### src/rtl/vga_timing_pkg.sv
// Shared VGA 640x480@60 timing constants and the vertical-region encoding.
// Used by the sync pipeline and its region tracker.
package vga_timing_pkg;

    localparam int VGA_H_ACTIVE = 640;
    localparam int VGA_H_FP     = 16;
    localparam int VGA_H_SYNC   = 96;
    localparam int VGA_H_TOTAL  = 800;
    localparam int VGA_V_ACTIVE = 480;
    localparam int VGA_V_FP     = 10;
    localparam int VGA_V_SYNC   = 2;
    localparam int VGA_V_TOTAL  = 525;

    // Sync pulse bounds; the END values are the first count past the pulse.
    localparam int VGA_HS_START = 656;
    localparam int VGA_HS_END   = 752;
    localparam int VGA_VS_START = 490;
    localparam int VGA_VS_END   = 492;

    typedef enum logic [1:0] {
        REGION_ACTIVE = 2'd0,
        REGION_FRONT  = 2'd1,
        REGION_SYNC   = 2'd2,
        REGION_BACK   = 2'd3
    } v_region_e;

endpackage

### src/rtl/vga_region_fsm.sv
// Tracks which vertical region the incoming line belongs to.
// Only steps at the first pixel of a line; the state itself is the output.
module vga_region_fsm
    import vga_timing_pkg::*;
#(
    parameter int V_ACTIVE = VGA_V_ACTIVE,
    parameter int V_FP     = VGA_V_FP,
    parameter int V_SYNC   = VGA_V_SYNC
) (
    input  logic        clk,
    input  logic        rst_n,
    input  logic        step,
    input  logic [15:0] v_value,
    output v_region_e   region
);

    localparam logic [15:0] FRONT_AT = 16'(V_ACTIVE);
    localparam logic [15:0] SYNC_AT  = 16'(V_ACTIVE + V_FP);
    localparam logic [15:0] BACK_AT  = 16'(V_ACTIVE + V_FP + V_SYNC);

    v_region_e region_q;
    v_region_e region_d;

    always_ff @(posedge clk) begin
        if (!rst_n) begin
            region_q <= REGION_BACK;
        end else begin
            region_q <= region_d;
        end
    end

    always_comb begin
        region_d = region_q;
        if (step) begin
            case (region_q)
                REGION_ACTIVE: if (v_value == FRONT_AT) region_d = REGION_FRONT;
                REGION_FRONT:  if (v_value == SYNC_AT)  region_d = REGION_SYNC;
                REGION_SYNC:   if (v_value == BACK_AT)  region_d = REGION_BACK;
                REGION_BACK:   if (v_value == 16'd0)    region_d = REGION_ACTIVE;
                default:       region_d = region_q;
            endcase
        end
    end

    assign region = region_q;

endmodule

### src/rtl/vga_sync_pipe.sv
// Two-stage VGA sync decoder: stage 1 captures the external counters, stage 2
// registers the decoded sync/video outputs. Both stages advance on pix_en only.
module vga_sync_pipe
    import vga_timing_pkg::*;
#(
    parameter int H_ACTIVE = VGA_H_ACTIVE,
    parameter int H_FP     = VGA_H_FP,
    parameter int H_SYNC   = VGA_H_SYNC,
    parameter int H_TOTAL  = VGA_H_TOTAL,
    parameter int V_ACTIVE = VGA_V_ACTIVE,
    parameter int V_FP     = VGA_V_FP,
    parameter int V_SYNC   = VGA_V_SYNC,
    parameter int V_TOTAL  = VGA_V_TOTAL
) (
    input  logic        clk,
    input  logic        rst_n,
    input  logic        pix_en,
    input  logic [15:0] h_count,
    input  logic [15:0] v_count,
    output logic        hsync,
    output logic        vsync,
    output logic        video_on,
    output logic [9:0]  pixel_x,
    output logic [9:0]  pixel_y,
    output logic        line_start,
    output logic        frame_start,
    output logic [1:0]  v_region,
    output logic [15:0] frame_count,
    output logic        sync_err
);

    localparam logic [15:0] H_ACT_L = 16'(H_ACTIVE);
    localparam logic [15:0] HS_LO   = 16'(H_ACTIVE + H_FP);
    localparam logic [15:0] HS_HI   = 16'(H_ACTIVE + H_FP + H_SYNC - 1);
    localparam logic [15:0] H_TOT_L = 16'(H_TOTAL);
    localparam logic [15:0] H_LAST  = 16'(H_TOTAL - 1);
    localparam logic [15:0] V_ACT_L = 16'(V_ACTIVE);
    localparam logic [15:0] VS_LO   = 16'(V_ACTIVE + V_FP);
    localparam logic [15:0] VS_HI   = 16'(V_ACTIVE + V_FP + V_SYNC - 1);
    localparam logic [15:0] V_TOT_L = 16'(V_TOTAL);

    // Stage 1
    logic [15:0] h1_q, h1_d;
    logic [15:0] v1_q, v1_d;
    logic        s1_valid_q, s1_valid_d;
    logic        sync_err_q, sync_err_d;

    // Stage 2
    logic        hsync_q, hsync_d;
    logic        vsync_q, vsync_d;
    logic        video_on_q, video_on_d;
    logic [9:0]  pixel_x_q, pixel_x_d;
    logic [9:0]  pixel_y_q, pixel_y_d;
    logic        line_start_q, line_start_d;
    logic        frame_start_q, frame_start_d;
    logic [15:0] frame_count_q, frame_count_d;

    logic        active;
    v_region_e   region;

    always_ff @(posedge clk) begin
        if (!rst_n) begin
            h1_q          <= '0;
            v1_q          <= '0;
            s1_valid_q    <= 1'b0;
            sync_err_q    <= 1'b0;
            hsync_q       <= 1'b1;
            vsync_q       <= 1'b1;
            video_on_q    <= 1'b0;
            pixel_x_q     <= '0;
            pixel_y_q     <= '0;
            line_start_q  <= 1'b0;
            frame_start_q <= 1'b0;
            frame_count_q <= '0;
        end else begin
            h1_q          <= h1_d;
            v1_q          <= v1_d;
            s1_valid_q    <= s1_valid_d;
            sync_err_q    <= sync_err_d;
            hsync_q       <= hsync_d;
            vsync_q       <= vsync_d;
            video_on_q    <= video_on_d;
            pixel_x_q     <= pixel_x_d;
            pixel_y_q     <= pixel_y_d;
            line_start_q  <= line_start_d;
            frame_start_q <= frame_start_d;
            frame_count_q <= frame_count_d;
        end
    end

    // s1_valid marks that stage 1 holds a real sample, so neither the v-change
    // check nor stage 2 acts on the zeroed post-reset contents.
    always_comb begin
        h1_d       = h1_q;
        v1_d       = v1_q;
        s1_valid_d = s1_valid_q;
        sync_err_d = sync_err_q;
        if (pix_en) begin
            h1_d       = h_count;
            v1_d       = v_count;
            s1_valid_d = 1'b1;
            if ((h_count >= H_TOT_L) || (v_count >= V_TOT_L)) sync_err_d = 1'b1;
            if (s1_valid_q && (v_count != v1_q) && (h1_q != H_LAST)) sync_err_d = 1'b1;
        end
    end

    always_comb begin
        active        = (h1_q < H_ACT_L) && (v1_q < V_ACT_L);
        hsync_d       = hsync_q;
        vsync_d       = vsync_q;
        video_on_d    = video_on_q;
        pixel_x_d     = pixel_x_q;
        pixel_y_d     = pixel_y_q;
        line_start_d  = 1'b0;
        frame_start_d = 1'b0;
        frame_count_d = frame_count_q;
        if (pix_en && s1_valid_q) begin
            hsync_d       = !((h1_q >= HS_LO) && (h1_q <= HS_HI));
            vsync_d       = !((v1_q >= VS_LO) && (v1_q <= VS_HI));
            video_on_d    = active;
            pixel_x_d     = active ? h1_q[9:0] : 10'd0;
            pixel_y_d     = active ? v1_q[9:0] : 10'd0;
            line_start_d  = (h1_q == 16'd0);
            frame_start_d = (h1_q == 16'd0) && (v1_q == 16'd0);
            if (frame_start_d) frame_count_d = frame_count_q + 16'd1;
        end
    end

    vga_region_fsm #(
        .V_ACTIVE (V_ACTIVE),
        .V_FP     (V_FP),
        .V_SYNC   (V_SYNC)
    ) u_region (
        .clk     (clk),
        .rst_n   (rst_n),
        .step    (pix_en && (h_count == 16'd0)),
        .v_value (v_count),
        .region  (region)
    );

    assign hsync       = hsync_q;
    assign vsync       = vsync_q;
    assign video_on    = video_on_q;
    assign pixel_x     = pixel_x_q;
    assign pixel_y     = pixel_y_q;
    assign line_start  = line_start_q;
    assign frame_start = frame_start_q;
    assign v_region    = region;
    assign frame_count = frame_count_q;
    assign sync_err    = sync_err_q;

endmodule

### config.mk
export PLATFORM = sky130hd
export DESIGN_NAME = vga_sync_pipe
export DESIGN_NICKNAME = d
export VERILOG_FILES = /design/src/rtl/vga_timing_pkg.sv /design/src/rtl/vga_region_fsm.sv /design/src/rtl/vga_sync_pipe.sv
export SDC_FILE = /design/constraint.sdc
export NUM_CORES = 1
export LEC_CHECK = 0
export CAP_MARGIN = 20
export CORE_ASPECT_RATIO = 0.6
export CORE_MARGIN = 4
export CORE_UTILIZATION = 53
export DETAILED_ROUTE_END_ITERATION = 16
export PLACE_DENSITY = 0.92
export SLEW_MARGIN = 10
export SYNTH_ARGS = -nofsm -noshare
export SYNTH_HDL_FRONTEND = slang
export SYNTH_HIERARCHICAL = 1
export SYNTH_SLANG_ARGS = --single-unit
export TNS_END_PERCENT = 10
### constraint.sdc
create_clock -name clk -period 4.1 [get_ports clk]
set_clock_uncertainty 0.15 [all_clocks]
set_input_delay 0.615 -clock clk [delete_from_list [all_inputs] [get_ports clk]]
set_output_delay 0.615 -clock clk [all_outputs]
set_load 0.005 [all_outputs]
Word-level counts from Yosys, hierarchy flattened. Index checks and enable logic that the tools add are counted.

Register bits: 77. Input port bits: 35. Output and inout port bits: 44. Logic and storage cells: 64.

Add/subtract/negate cells: 1. Magnitude comparators: 8. Equal/unequal tests: 12. Multiplexer cells: 9. Reductions and logical operators: 21.

Operator list (number): $logic_not A16 Y1 (4); $eq A16 B9 Y1 const B (3); $ge A16 B10 Y1 const B (3); $mux W10 (2); $add A16 B1 Y16 const B (1); $ge A16 B9 Y1 const B (1); $le A16 B10 Y1 const B (1); $le A16 B9 Y1 const B (1); $lt A16 B10 Y1 const B (1); $lt A16 B9 Y1 const B (1); $ne A16 B10 Y1 const B (1); $ne A16 B16 Y1 (1); $logic_and A1 B1 Y1 (8); $mux W2 (4); $ne A2 B1 Y1 const B (4); $pmux W2 S4 (1); $reduce_and A2 Y1 (3); $reduce_and A5 Y1 (1); $eq A2 B2 Y1 const B (2); $eq A2 B1 Y1 const B (1); $logic_not A1 Y1 (2); $logic_not A2 Y1 (1); $mux W1 (2); $reduce_bool A2 Y1 (1); $logic_or A1 B1 Y1 (1).

Logic depth before layout (Yosys ltp).
Depth after elaboration: 5. Depth in mapped cells: 7. Gate-level depth less buffers: 6.

By module. The synthesis kept the hierarchy.

By module, submodules not included: vga_sync_pipe (times used 1, cells an instance 330, area each 3126.7 sq um, seq. area each 1501.4 sq um); vga_region_fsm (times used 1, cells an instance 30, area each 252.7 sq um, seq. area each 40.0 sq um).

Least setup slack after synthesis. OpenSTA, ideal clock, no wires.

Path kind: flip-flop to flip-flop. Start: register h1_q[15]. End: register frame_count_q[13] (netlist: frame_count[13]). Setup time: 71 ps. Data arrival time: 2021 ps. Required time: 3879 ps. Slack: 1859 ps. Stages on the path, launching flop included: 7. Path buffers: 1. Clock period less this slack: 2241 ps. Path through: dfxtp_1 -> nor4_2 -> nand3_1 -> or4_4 -> buf_6 -> or4_1 -> a21oi_1.

Longest elaborated chain between the ends: 3.

RTL lines: from (decl) (RTL line vga_sync_pipe.sv:43) `logic [15:0] h1_q, h1_d;`; from (signal assigned) (RTL line vga_sync_pipe.sv:63) `h1_q <= '0;`; from (signal assigned) (RTL line vga_sync_pipe.sv:76) `h1_q <= h1_d;`; $logic_not A16 Y1 (RTL line vga_sync_pipe.sv:124) `frame_start_d = (h1_q == 16'd0) && (v1_q == 16'd0);`; $logic_and A1 B1 Y1 (RTL line vga_sync_pipe.sv:124); $reduce_and A2 Y1 (no source line); to (signal assigned) (RTL line vga_sync_pipe.sv:87) `frame_count_q <= frame_count_d;`; to (decl) (RTL line vga_sync_pipe.sv:56) `logic [15:0] frame_count_q, frame_count_d;`.

No other way between the ends. A chain may end at the register's enable or synchronous reset.

Worst setup path after layout.
Start: register h1_q[15]. End: register frame_count_q[5] (netlist: frame_count[5]).

The elaborated chain is that of the path after synthesis.

==> impl_metrics.json <==
{
  "fp.dieArea_um2": 7760,
  "grt_pass1_vias": 2919,
  "dp_hpwl_um": 6340,
  "yosysMostFrequentCell": "dfxtp_1",
  "synth_xor_area_share_pct": 4.41,
  "wl_per_cell_um": 16.8,
  "synth-adder-area-share_pct": 2.22,
  "cts_hold_buf": 0,
  "grt_start_max_net_pins": 52,
  "synth.cell_area_um2": 3380,
  "numCtsBuffers": 9,
  "status": "complete, no violations",
  "hp-class": "reg -> reg",
  "post_cts_resize_count": 0,
  "n_antenna_cell": 0,
  "vias": 3119,
  "syn-num-nets": 401,
  "crit_slowest_cell": "or4_4",
  "grt_overflow": 0,
  "path_max_fanout": 31,
  "grt_usage_pct": 22.2,
  "ys_warn_count": 6,
  "fin_setup_tns_ns": 0,
  "clk_latency_ns": 0.36,
  "worst-slew-pin-transition_ns": 0.774,
  "clk_path_buf_depth": 2,
  "postSynthCellCount": 360,
  "multi_input_area_um2": 1750,
  "combPwrFrac_pct": 9.9,
  "synth_top_area_share_pct": 45.6,
  "cts_setup_buffers": 0,
  "cts_max_level": 3,
  "viasPerCell": 5.95,
  "yosysTopAreaCell": "dfxtp_1",
  "p_sw_uw": 401,
  "crit_type": "reg -> reg",
  "finalHoldViolCount": 0,
  "p_clk_share_pct": 38.3,
  "grt_pass1_wl_um": 14000,
  "finish.instance_area_um2": 4420,
  "synthToLayoutAreaGrowth_pct": 30.7,
  "num_rows": 22,
  "ant_nets": 0,
  "core_area_um2": 6140,
  "synth_top_family_by_area": "simple AND/OR/NAND/NOR gates",
  "worst-path-buf-inv": 0,
  "endpoint_kind": "register",
  "slew_headroom_pct": 48.4,
  "p_leak_uw": 0.00172,
  "synthFlopType": "dfxtp_1",
  "place_congestion": 0.832,
  "power.internal_uw": 1130,
  "startpoint_type": "register",
  "io_buffers": 78,
  "drtIter0Drc": 228,
  "slowest_delay_ns": 0.73,
  "muxShareOfSynthArea_pct": 10.1,
  "crit_arrival_ns": 2.71,
  "period_share_pct": 62.7,
  "synth_simple_gate_area_share_pct": 21.5,
  "cts-root-buf": "clkbuf_8",
  "synth_area_leaders": "dfxtp_1 46%, mux2i_1 10%, nor2_1 5.0%",
  "power_density_nw_per_um2": 347,
  "fin_nets": 476,
  "synth_edf_count": 0,
  "nFillCells": 443,
  "wl_um": 8820,
  "num_io_pins": 79,
  "place_area_um2": 4210,
  "power.share.switching_pct": 26.1,
  "cts_sinks": 77,
  "clk_pin_slew_ns": 0.09,
  "layout-drive-gt1-share_pct": 5.91,
  "finalCriticalPeriod_ns": 2.57,
  "cap_viol_max_count": 0,
  "critPathTopFamily": "simple AND/OR/NAND/NOR gates",
  "tritoncts": "built",
  "die_y_um": 69.9,
  "fmax_mhz": 389,
  "dieWidth_um": 111,
  "rsz0062_at_grt": "no",
  "syn_area_per_cell_um2": 9.39,
  "first_pass_iters": 4,
  "sequentialPowerShare_pct": 51.8,
  "synthArstFlopShare_pct": 0,
  "post-route-util_pct": 72.0,
  "regArea_um2": 1540,
  "seq_area_frac_synth_pct": 45.6,
  "critical_path_required_ns": 4.24,
  "peakVddDrop_mv": 0.168,
  "drc": 0,
  "synth_compound_area_share_pct": 13.5,
  "crit_path_cell_trace": "nor4_2 -> nand3_1 -> or4_4 -> or4_1 -> a21oi_1",
  "maxSlewViolCount": 0,
  "setup_viol": 0,
  "initial_core_util_pct": 55.1,
  "synth_common_cells": "77 x dfxtp_1, 45 x nor2_1, 34 x mux2i_1",
  "yosysUniqueCellTypes": 44,
  "synth-seq-cells": 77,
  "antenna_found_initial": 0
}
-- layer usage --
metal | up-vias | routed length [um] | GRT usage (%)
li1 | 1483 | - | -
met1 | 1455 | 3900 | 29.3
met2 | 149 | 3820 | 33.0
met3 | 32 | 865 | 7.53
met4 | 0 | 229 | 10.1
met5 | - | 0 | 0
-- power groups by stage --
stage          sequential, uW  clock [uW]  combinational [uW]
6_report                  795         588                 151
5_1_grt                   798         625                 165
4_1_cts                   794         599                 150
3_5_place_dp              811           0                 148
3_3_place_gp              810           0                 143
2_1_floorplan             804           0                79.8
-- kinds of logic (layout without fill, tap and decap cells) --
kind of cell | after synthesis | after routing
simple gates | 139 | 139
flops | 77 | 77
compound gates | 65 | 65
mux | 34 | 34
buf+inv | 22 | 102
xor+xnor | 17 | 17
fa+ha+maj | 6 | 6
-- flip-flops by register name, indices dropped and copies added (netlist names) --
signal           count
sync_err             1
frame_count         16
pixel_y             10
s1_valid_q           1
frame_start          1
hsync                1
h1_q                16
vsync                1
u_region/region      2
v1_q                16
video_on             1
pixel_x             10
line_start           1
-- worst paths after layout --
check	from	endpoint	slack, ns	depth (start not counted)
setup reg to reg	h1_q[15]	frame_count[5]	1.53	5
setup / recovery	h1_q[15]	frame_count[5]	1.53	5
hold / removal	pixel_y[8]	pixel_y[8]	0.34	1
hold reg to reg	pixel_y[8]	pixel_y[8]	0.34	1
-- worst register-to-register path, delay by kind of cell, from the launching register on --
kind,cells,cell delay (ns)
AOI/OAI and AO/OA,1,0.16
DFF,1,0.33
and+or+nand+nor,4,1.87
-- through the flow --
step	total power, uW	worst slack (ns)	hold WS (ns)	std cells
2_1_floorplan	884	1.86	0.325	360
3_3_place_gp	952	1.45	0.312	508
3_5_place_dp	959	1.41	0.316	508
4_1_cts	1540	1.56	0.342	524
5_1_grt	1590	1.35	0.355	524
6_report	1530	1.53	0.339	524
-- cell type report --
| class | instances | share of cell area (%) |
|---|---|---|
| clock inverters | 7 | 1.84 |
| clock buffers | 9 | 2.80 |
| multi-input cells | 261 | 39.6 |
| flip-flops and latches | 77 | 34.9 |
| well taps | 84 | 2.38 |
| inverters | 5 | 0.425 |
| repair buffers | 81 | 18.1 |
-- cells in the final DEF (no fill, tap or decap), types with 2 or more instances in the layout --
cell type / n
nand3_1: 10
a22oi_1: 2
o21ai_0: 11
or3_1: 8
a21oi_1: 15
and2_1: 2
inv_1: 4
nor4b_1: 2
nor4_2: 2
inv_8: 2
clkbuf_8: 9
clkdlybuf4s50_1: 77
xor2_1: 17
o211ai_1: 2
dfxtp_1: 77
nand2_1: 21
or4_1: 7
and4_1: 2
and3_1: 5
nor4_1: 14
buf_4: 3
ha_1: 6
nor2_1: 45
nor3_1: 8
nand4_1: 7
a22o_1: 18
o31ai_1: 6
clkinvlp_4: 2
a311oi_1: 2
mux2i_1: 34
Power figures use the tool's default switching activity.
